--- src/rtl/sync_frame_tx.sv ---
// Serial frame transmitter: sync word 1101, then a DATA_W-bit payload sent MSB first.
// A zero is stuffed after every 110 inside the payload, and each frame ends with a GAP-cycle idle tail.
module sync_frame_tx #(
   parameter int DATA_W = 8,
   parameter int GAP    = 2
) (
   input  logic                        clk,
   input  logic                        rst,
   input  logic                        tx_start,
   input  logic [DATA_W-1:0]           tx_data,
   output logic                        o,
   output logic                        busy,
   output logic                        tx_done,
   output logic [$clog2(DATA_W+1)-1:0] stuff_cnt
);

   localparam int CW = $clog2(DATA_W+1);
   localparam int GW = $clog2(GAP+1);
   localparam logic [3:0] SYNC_W = 4'b1101;

   typedef enum logic [2:0] {S_IDLE, S_SYNC, S_DATA, S_STUFF, S_GAP} state_t;

   // r_state names the phase of the bit currently shown on o
   state_t            r_state, w_state;
   logic [1:0]        r_idx,   w_idx;
   logic [CW-1:0]     r_rem,   w_rem;
   logic [DATA_W-1:0] r_shift, w_shift;
   logic [2:0]        r_hist,  w_hist;
   logic [GW-1:0]     r_gap,   w_gap;
   logic [CW-1:0]     r_stuff, w_stuff;
   logic              r_o, w_o;
   logic              r_busy, w_busy;
   logic              r_done, w_done;
   logic              w_take;

   always_comb begin
      w_state = r_state;
      w_idx   = r_idx;
      w_rem   = r_rem;
      w_shift = r_shift;
      w_hist  = r_hist;
      w_gap   = r_gap;
      w_stuff = r_stuff;
      w_busy  = r_busy;
      w_o     = 1'b0;
      w_done  = 1'b0;
      w_take  = 1'b0;
      case (r_state)
         S_IDLE: begin
            w_busy = 1'b0;
            if (tx_start) begin
               w_state = S_SYNC;
               w_idx   = 2'd0;
               w_o     = SYNC_W[3];
               w_hist  = {2'b00, SYNC_W[3]};
               w_shift = tx_data;
               w_rem   = CW'(DATA_W);
               w_stuff = '0;
               w_busy  = 1'b1;
            end
         end
         S_SYNC: begin
            if (r_idx == 2'd3) begin
               w_take = 1'b1;
            end else begin
               w_idx  = r_idx + 2'd1;
               w_o    = SYNC_W[2'd2 - r_idx];
               w_hist = {r_hist[1:0], SYNC_W[2'd2 - r_idx]};
            end
         end
         S_DATA: begin
            if (r_rem == '0) begin
               w_state = S_GAP;
               w_gap   = GW'(1);
               w_done  = 1'b1;
            end else if (r_hist == 3'b110) begin
               // a 1 here would complete 1101, so force a zero first
               w_state = S_STUFF;
               w_hist  = {r_hist[1:0], 1'b0};
               w_stuff = r_stuff + CW'(1);
            end else begin
               w_take = 1'b1;
            end
         end
         S_STUFF: w_take = 1'b1;
         S_GAP: begin
            if (r_gap == GW'(GAP)) begin
               w_state = S_IDLE;
               w_busy  = 1'b0;
            end else begin
               w_gap = r_gap + GW'(1);
            end
         end
         default: begin
            w_state = S_IDLE;
            w_busy  = 1'b0;
         end
      endcase
      if (w_take) begin
         w_state = S_DATA;
         w_o     = r_shift[DATA_W-1];
         w_shift = r_shift << 1;
         w_rem   = r_rem - CW'(1);
         w_hist  = {r_hist[1:0], r_shift[DATA_W-1]};
      end
   end

   always_ff @(posedge clk) begin
      if (rst) begin
         r_state <= S_IDLE;
         r_idx   <= '0;
         r_rem   <= '0;
         r_shift <= '0;
         r_hist  <= '0;
         r_gap   <= '0;
         r_stuff <= '0;
         r_o     <= 1'b0;
         r_busy  <= 1'b0;
         r_done  <= 1'b0;
      end else begin
         r_state <= w_state;
         r_idx   <= w_idx;
         r_rem   <= w_rem;
         r_shift <= w_shift;
         r_hist  <= w_hist;
         r_gap   <= w_gap;
         r_stuff <= w_stuff;
         r_o     <= w_o;
         r_busy  <= w_busy;
         r_done  <= w_done;
      end
   end

   assign o         = r_o;
   assign busy      = r_busy;
   assign tx_done   = r_done;
   assign stuff_cnt = r_stuff;

endmodule

--- config.mk ---
export PLATFORM = sky130hd
export DESIGN_NAME = sync_frame_tx
export DESIGN_NICKNAME = d
export VERILOG_FILES = /design/src/rtl/sync_frame_tx.sv
export SDC_FILE = /design/constraint.sdc
export NUM_CORES = 1
export LEC_CHECK = 0
export CAP_MARGIN = 40
export CORE_ASPECT_RATIO = 1.1
export CORE_UTILIZATION = 54
export CTS_CLUSTER_SIZE = 8
export DETAILED_ROUTE_END_ITERATION = 8
export MAX_ROUTING_LAYER = met4
export PLACE_DENSITY_LB_ADDON = 0.15
export SYNTH_ARGS = -nofsm -noshare
export SYNTH_HDL_FRONTEND = slang
export SYNTH_SLANG_ARGS = --single-unit
--- constraint.sdc ---
create_clock -name clk -period 2.1 [get_ports clk]
set_clock_uncertainty 0.05 [all_clocks]
set_input_delay 0.315 -clock clk [delete_from_list [all_inputs] [get_ports clk]]
set_output_delay 0.315 -clock clk [all_outputs]
set_load 0.005 [all_outputs]
# Word level (Yosys, flattened, before mapping)
# Cells that the tools add are included.
# word_totals
ff_bits,29
# op_classes
n_addsub,5
order_cmp,1
eq_ne,22
muxes,40
bitwise_logic,3
n_reduce_logical,21
# ops
operator,n
$mux W3,8
$mux W4,6
$mux W8,3
$ne A3 B3 Y1 const B,6
$ne A2 B2 Y1 const B,7
$pmux W3 S4,1
$reduce_and A4 Y1,3
$mux W2,5
$reduce_bool A2 Y1,5
$mux W1,9
$pmux W3 S3,1
$pmux W2 S2,2
$pmux W4 S2,1
$eq A3 B2 Y1 const B,2
$eq A3 B3 Y1 const B,2
$pmux W1 S3,2
$reduce_and A2 Y1,3
$reduce_and A3 Y1,2
$reduce_or A2 Y1,3
$reduce_and A5 Y1,1
$add A2 B1 Y2 const B,2
$add A4 B1 Y4 const B,1
$eq A2 B2 Y1 const B,2
$logic_not A4 Y1,1
12 further kinds,14

# Longest topological paths before layout
# Gate-level depths: netlist of the first run.
# logic_depth
depth_word,6
ltp_mapped,7

# Worst setup path after synthesis of the first run
# No wires, ideal clock.
# synth_timing
path_kind,register -> register
from,register r_rem[0]
to,register r_gap[1]
setup_time_ns,0.070
arrival_ns,1.738
t_required_ns,1.980
setup_slack_ns,0.241
path_stages_with_launch,7
n_path_buf,0
synth_period_minus_slack_ns,1.859
path_cell_list,dfxtp_1 inv_1 ha_1 or3b_4 o22a_1 or4_1 a21oi_1
# synth_between
elab_chain_cells,3
# synth_lines
element,line,rtl
from (decl),26,"logic [CW-1:0] r_rem, w_rem;"
from (signal assigned),123,r_rem <= w_rem;
$logic_not A4 Y1,72,if (r_rem == '0) begin
$ne A2 B2 Y1 (no line),-,
$reduce_and A3 Y1 (no line),-,
to (signal assigned),126,r_gap <= w_gap;
to (decl),29,"logic [GW-1:0] r_gap, w_gap;"
# Every way passes these cells.
# A chain may end at the register's enable or synchronous reset.

# Final worst setup path of the first run
# Ends and elaborated chain as after synthesis.

==> flow_summary.toml, run 1 <==
[synthesis]
synth-seq-area-share_pct = 41.2
yosysWarnings = 0
syn-num-nets = 181
synth_enable_flop_cells = 0
ys.flop_type = "dfxtp_1"
synth_area_sq_um = 1410
synth.distinct_cells = 40
yosys.cell_count.top_type = "dfxtp_1"
synth_seq_cells = 29
syn_area_per_cell_sq_um = 8.58
synth_common_cells = "dfxtp_1 (29), a21oi_1 (18), nand3_1 (12)"
yosys.area.top_type = "dfxtp_1"
yosys-top-cells-area = "dfxtp_1 (41%), a21oi_1 (6.4%), ha_1 (5.3%), nand3_1 (4.3%), a22oi_1 (3.7%)"
synthArstFlopShare_pct = 0
yosys.area.top_type_share_pct = 41.2
synth_cells = 164

[cells_and_area]
syn_to_final_growth_pct = 22.0
final_cell_area_sq_um = 1720
fin_nets = 206
drive_gt1_share_pct = 11.6
fillerInstances = 216
antenna_cells = 0

[power]
p_leak_nw = 0.634
powerDensity_nw_per_um2 = 604
vdd_ir_drop_max_v = 0.000451

[die]
die_h_um = 55.5
ios = 18
initial_core_util_pct = 56.4
fp.dieW_um = 50.7
dieArea_sq_um = 2820
rows = 19
core_sq_um = 2500

[routing]
ant_nets = 0
dr.pass1.iters = 4
wl_per_cell_um = 14.5
vias_per_cell = 5.98
drt_wl_total_um = 3210
vias = 1322
drtIter0Drc = 39
drc = 0

[job]
drv_cap = 0

[placed_design]
placed_area_sq_um = 1660
gp_congestion = 0.836
place.detailed.hpwl_um = 2330
place_ws_ns = 0.0865
port_buffers = 17

[global_route]
grt_usage_pct = 27.5
overflow = 0
antenna_found_initial = 0
grt_pass1_wl_um = 5510
grt_pass1_vias = 1188
grt_max_degree = 16

[worst_setup_path]
crit_buf_inv = 1
critPathKind = "register to register"
slowest_stage = "or4_1"
slowest_delay_ns = 0.48
path_cells = "inv_1 > ha_1 > or3b_4 > o22a_1 > or4_1 > a21oi_1"
critPathRequiredTime_ns = 2.33
arrival_ns = 2.23
crit_fanout = 5
critPathLaunchType = "register"
path_delay_family = "simple AND/OR/NAND/NOR gates"
endpoint_kind = "register"

[timing]
finalSetupTns_ns = 0
fmax_mhz = 499
slew-limit-headroom_pct = 68.8
fin_crit_ns = 2.00
final.setup.worst_slack_ns = 0.0970
fin_hold_ws_ns = 0.392
setup_viol = 0
worst_pin_slew_ns = 0.463
rsz0062_at_grt = "no"
fin_crit_sh_pct = 95.4
slew_viol_final = 0
final-hold-violation-count = 0

[clock_network]
path_clk_slew_ns = 0.09
clockRootBuffer = "clkbuf_4"
cts_tree = "built"
cts_buffer_depth = 2
cts_buffers = 5
htreeDepth = 2
insertion_delay_ns = 0.34
cts.sinks = 29

[outcome]
status = "completed"

[min_path]
hp-class = "register to register"
[cell usage in the layout, fill, tap and decap left out, types with 3 or more instances in the layout]
cell type and count:
dfxtp_1 29, a21oi_1 18, clkdlybuf4s50_1 17, nand3_1 12, nor2_1 10, buf_4 10
o21ai_0 9, inv_1 8, a22oi_1 7, nand2_1 6, ha_1 6, clkbuf_4 5
nand2b_1 4, a211oi_1 4, nor3_1 4, or3_1 4, clkbuf_1 3
[power breakdown]
| part | leakage [nW] | internal (mW) | switching [mW] |
|---|---|---|---|
| Sequential | 0.237 | 0.570 | 0.0141 |
| Clock | 0.0265 | 0.133 | 0.192 |
| Combinational | 0.370 | 0.0646 | 0.0637 |
| Total | 0.634 | 0.768 | 0.270 |
[through the flow]
stage | power [mW] | std cells | util (%)
after CTS | 1.04 | 221 | 68.4
after global routing | 1.08 | 221 | 68.8
after floorplan | 0.666 | 164 | -
final | 1.04 | 221 | 68.8
after global placement | 0.717 | 213 | 66.5
after detailed placement | 0.722 | 213 | 66.5
[cell type report]
type                    instances  area, sq um  share of cell area (%)
clock buffers                   8         48.8                    2.84
inverters                       8         30.0                    1.75
multi-input cells             118          774                    45.1
flip-flops and latches         29          581                    33.8
well taps                      31         38.8                    2.26
repair buffers                 27          245                    14.3
[state kept, by name, summed over array words and instances (netlist names), 2 cells and up]
signal,cells
r_idx,2
r_shift,8
r_rem,4
r_state,3
r_hist,3
stuff_cnt,4
r_gap,2
[metal layers]
layer,up-vias,GRT usage [%],share of wire [%]
li1,658,-,-
met1,638,34.8,48
met2,19,39.6,47
met3,7,8.26,3.5
met4,0,13.1,2.2
met5,-,-,0
[timing repair]
item | in CTS | in global routing
hold buffers | 0 | 0
resized for setup | 0 | 2
setup buffers | 0 | 0
setup endpoints to repair | 0 | 12
[worst paths after layout]
path / start / end / slack, ns / depth (start not counted)
hold / removal: r_gap[0] / r_gap[0] / 0.39 / 1
hold reg to reg: r_gap[0] / r_gap[0] / 0.39 / 1
setup / recovery: r_rem[0] / r_gap[1] / 0.1 / 6
setup reg to reg: r_rem[0] / r_gap[1] / 0.1 / 6
[logic make-up after synthesis]
group	Yosys count	share of synthesized area [%]
and+or+nand+nor	59	23.7
AOI/OAI and AO/OA	51	23.4
DFF	29	41.2
buffers and inverters	17	4.89
adders and majority gates	6	5.33
muxes	2	1.42
[worst register-to-register path, cell delays in order, from the launching register on]
cell	delay, ns
dfxtp_1	0.34
inv_1	0.09
ha_1	0.15
or3b_4	0.42
o22a_1	0.27
or4_1	0.48
a21oi_1	0.15
(Power assumes the default switching activity.)
==> run 2: changes to the inputs <==
ABC_AREA = 1   (was unset)
==> run 2 against run 1 <==
Against the previous run:
- worst hold slack improved by 0.024 ns
- worst setup slack gained 0.35 ns
- final cell count rose by 24%
- clock-buffer cell count down 1
- power grew 6.9%
- first-iteration DRC count decreased by 2.6%
- critical path depth is 5 lower
- via count decreased by 0.15%
- critical path type is now register to output port
- critical endpoint is now stuff_cnt[0]
- largest cell class unchanged
- largest power group unchanged
==> flow_summary.toml, run 2 <==
[outcome]
status = "completed"

[worst_setup_path]
crit_fanout = 6
endpoint_kind = "output port"
arrival_ns = 1.29
path_cells = "clkdlybuf4s50_1"
slowest_delay_ns = 0.53
critPathRequiredTime_ns = 1.74
critPathLaunchType = "register"
path_delay_family = "buffers and inverters"
crit_buf_inv = 1
slowest_stage = "clkdlybuf4s50_1"
critPathKind = "register to output port"

[synthesis]
synth_cells = 223
synth_seq_cells = 29
yosysWarnings = 0
synth_common_cells = "nand2_1 (57), nor2_1 (46), inv_1 (31)"
syn-num-nets = 240
yosys-top-cells-area = "dfxtp_1 (40%), nand2_1 (15%), nor2_1 (12%), inv_1 (7.9%), a21oi_1 (5.1%)"
synth_enable_flop_cells = 0
ys.flop_type = "dfxtp_1"
synth-seq-area-share_pct = 39.7
synthArstFlopShare_pct = 0
syn_area_per_cell_sq_um = 6.56
yosys.area.top_type_share_pct = 39.7
synth.distinct_cells = 20
synth_area_sq_um = 1460
yosys.area.top_type = "dfxtp_1"
yosys.cell_count.top_type = "nand2_1"

[global_route]
grt_max_degree = 17
grt_pass1_wl_um = 5010
grt_pass1_vias = 1186
antenna_found_initial = 0
grt_usage_pct = 23.6
overflow = 0

[timing]
final.setup.worst_slack_ns = 0.450
slew-limit-headroom_pct = 75.0
worst_pin_slew_ns = 0.375
slew_viol_final = 0
fmax_mhz = 606
fin_crit_sh_pct = 78.6
fin_crit_ns = 1.65
rsz0062_at_grt = "no"
setup_viol = 0
finalSetupTns_ns = 0
final-hold-violation-count = 0

[placed_design]
gp_congestion = 0.916
port_buffers = 17
place_ws_ns = 0.384
place.detailed.hpwl_um = 2000

[cells_and_area]
mostFrequentLayoutCells = "nand2_1 (57), nor2_1 (46), inv_1 (31)"
syn_to_final_growth_pct = 17.0
final_common_cell = "nand2_1"
drive_gt1_share_pct = 6.15
fin_nets = 261
fillerInstances = 244
top_register = "r_shift"
antenna_cells = 0
largest_reg_flops = 8

[routing]
vias = 1320
wl_per_cell_um = 10.1
drt_wl_total_um = 2780
vias_per_cell = 4.80
drtIter0Drc = 38
dr.pass1.iters = 4
drc = 0
ant_nets = 0

[clock_network]
cts.sinks = 29
cts_buffers = 5
clockRootBuffer = "clkbuf_4"
cts_hold_repair.buffers = 0
htreeDepth = 2
path_clk_slew_ns = 0.09
cts_resized = 0
cts_tree = "built"
insertion_delay_ns = 0.33
cts_buffer_depth = 2
post_cts_buffers = 0

[die]
dieArea_sq_um = 2920
rows = 19
initial_core_util_pct = 57.6
fp.dieW_um = 51.6
ios = 18
core_sq_um = 2540
die_h_um = 56.6

[power]
vdd_ir_drop_max_v = 0.000431
p_leak_nw = 0.786
powerDensity_nw_per_um2 = 647

[job]
drv_cap = 0

[min_path]
hp-class = "register to register"
==> run 2: cell count changes after synthesis, moves of 7 or more <==
cell | before | now
nor2_1 | 10 | 46
nand2_1 | 6 | 57
a22oi_1 | 7 | 0
inv_1 | 8 | 31
==> run 2: power breakdown <==
part / leakage, nW / total (mW) / internal (mW) / switching (mW)
sequential: 0.237 / 0.598 / 0.579 / 0.0190
combinational: 0.518 / 0.165 / 0.0692 / 0.0958
clock: 0.0314 / 0.346 / 0.158 / 0.188
==> run 2: cells by family (layout without fill, tap and decap cells) <==
kind of cell,after synthesis,in the layout,synth area share [%]
xor gates and xnor gates,3,3,1.80
AOI/OAI and AO/OA,23,23,7.95
buffers and inverters,36,57,9.74
adders and majority gates,6,6,5.13
and+or+nand+nor,126,126,35.7
DFF,29,29,39.7
==> run 2: worst paths after layout <==
path                                    from            to  slack [ns]  depth (start not counted)
worst max-delay path            stuff_cnt[0]  stuff_cnt[0]        0.45                          1
worst min-delay path              r_shift[0]    r_shift[0]        0.42                          2
worst max register to register      r_rem[0]    r_state[2]        0.46                          8
worst min register to register    r_shift[0]    r_shift[0]        0.42                          2
==> run 2: worst min-delay path, delay by kind of cell, from the launching register on <==
| family | cells | cell delay (ns) |
|---|---|---|
| AO/OA/AOI/OAI | 1 | 0.05 |
| AND/OR/NAND/NOR | 1 | 0.06 |
| flip-flops | 1 | 0.32 |
==> run 2: layout make-up <==
| class | count | area (sq um) | share of cell area (%) |
|---|---|---|---|
| clock buffer | 7 | 55.1 | 3.21 |
| inverter | 32 | 120 | 7.01 |
| multi-input combinational | 158 | 741 | 43.2 |
| sequential | 29 | 581 | 33.9 |
| tap | 31 | 38.8 | 2.26 |
| timing repair buffer | 18 | 178 | 10.4 |
==> run 2: metrics by stage <==
step                hold WS, ns  cells  util, %  area [sq um]  total power, mW
finish                    0.416    275     67.3          1710             1.11
global route              0.440    275     67.3          1710             1.18
CTS                       0.419    275     67.3          1710             1.12
detailed placement        0.405    268     65.2          1660            0.776
global placement          0.405    268     65.2          1660            0.774
floorplan                 0.390    223        -          1460            0.723
==> run 2: metal layers <==
metal	vias to the layer above	part of all wire (%)	track usage, %
li1	730	-	-
met1	562	49	27.7
met2	20	45	38.0
met3	8	3.4	5.69
met4	0	2.0	9.27
met5	-	0	-
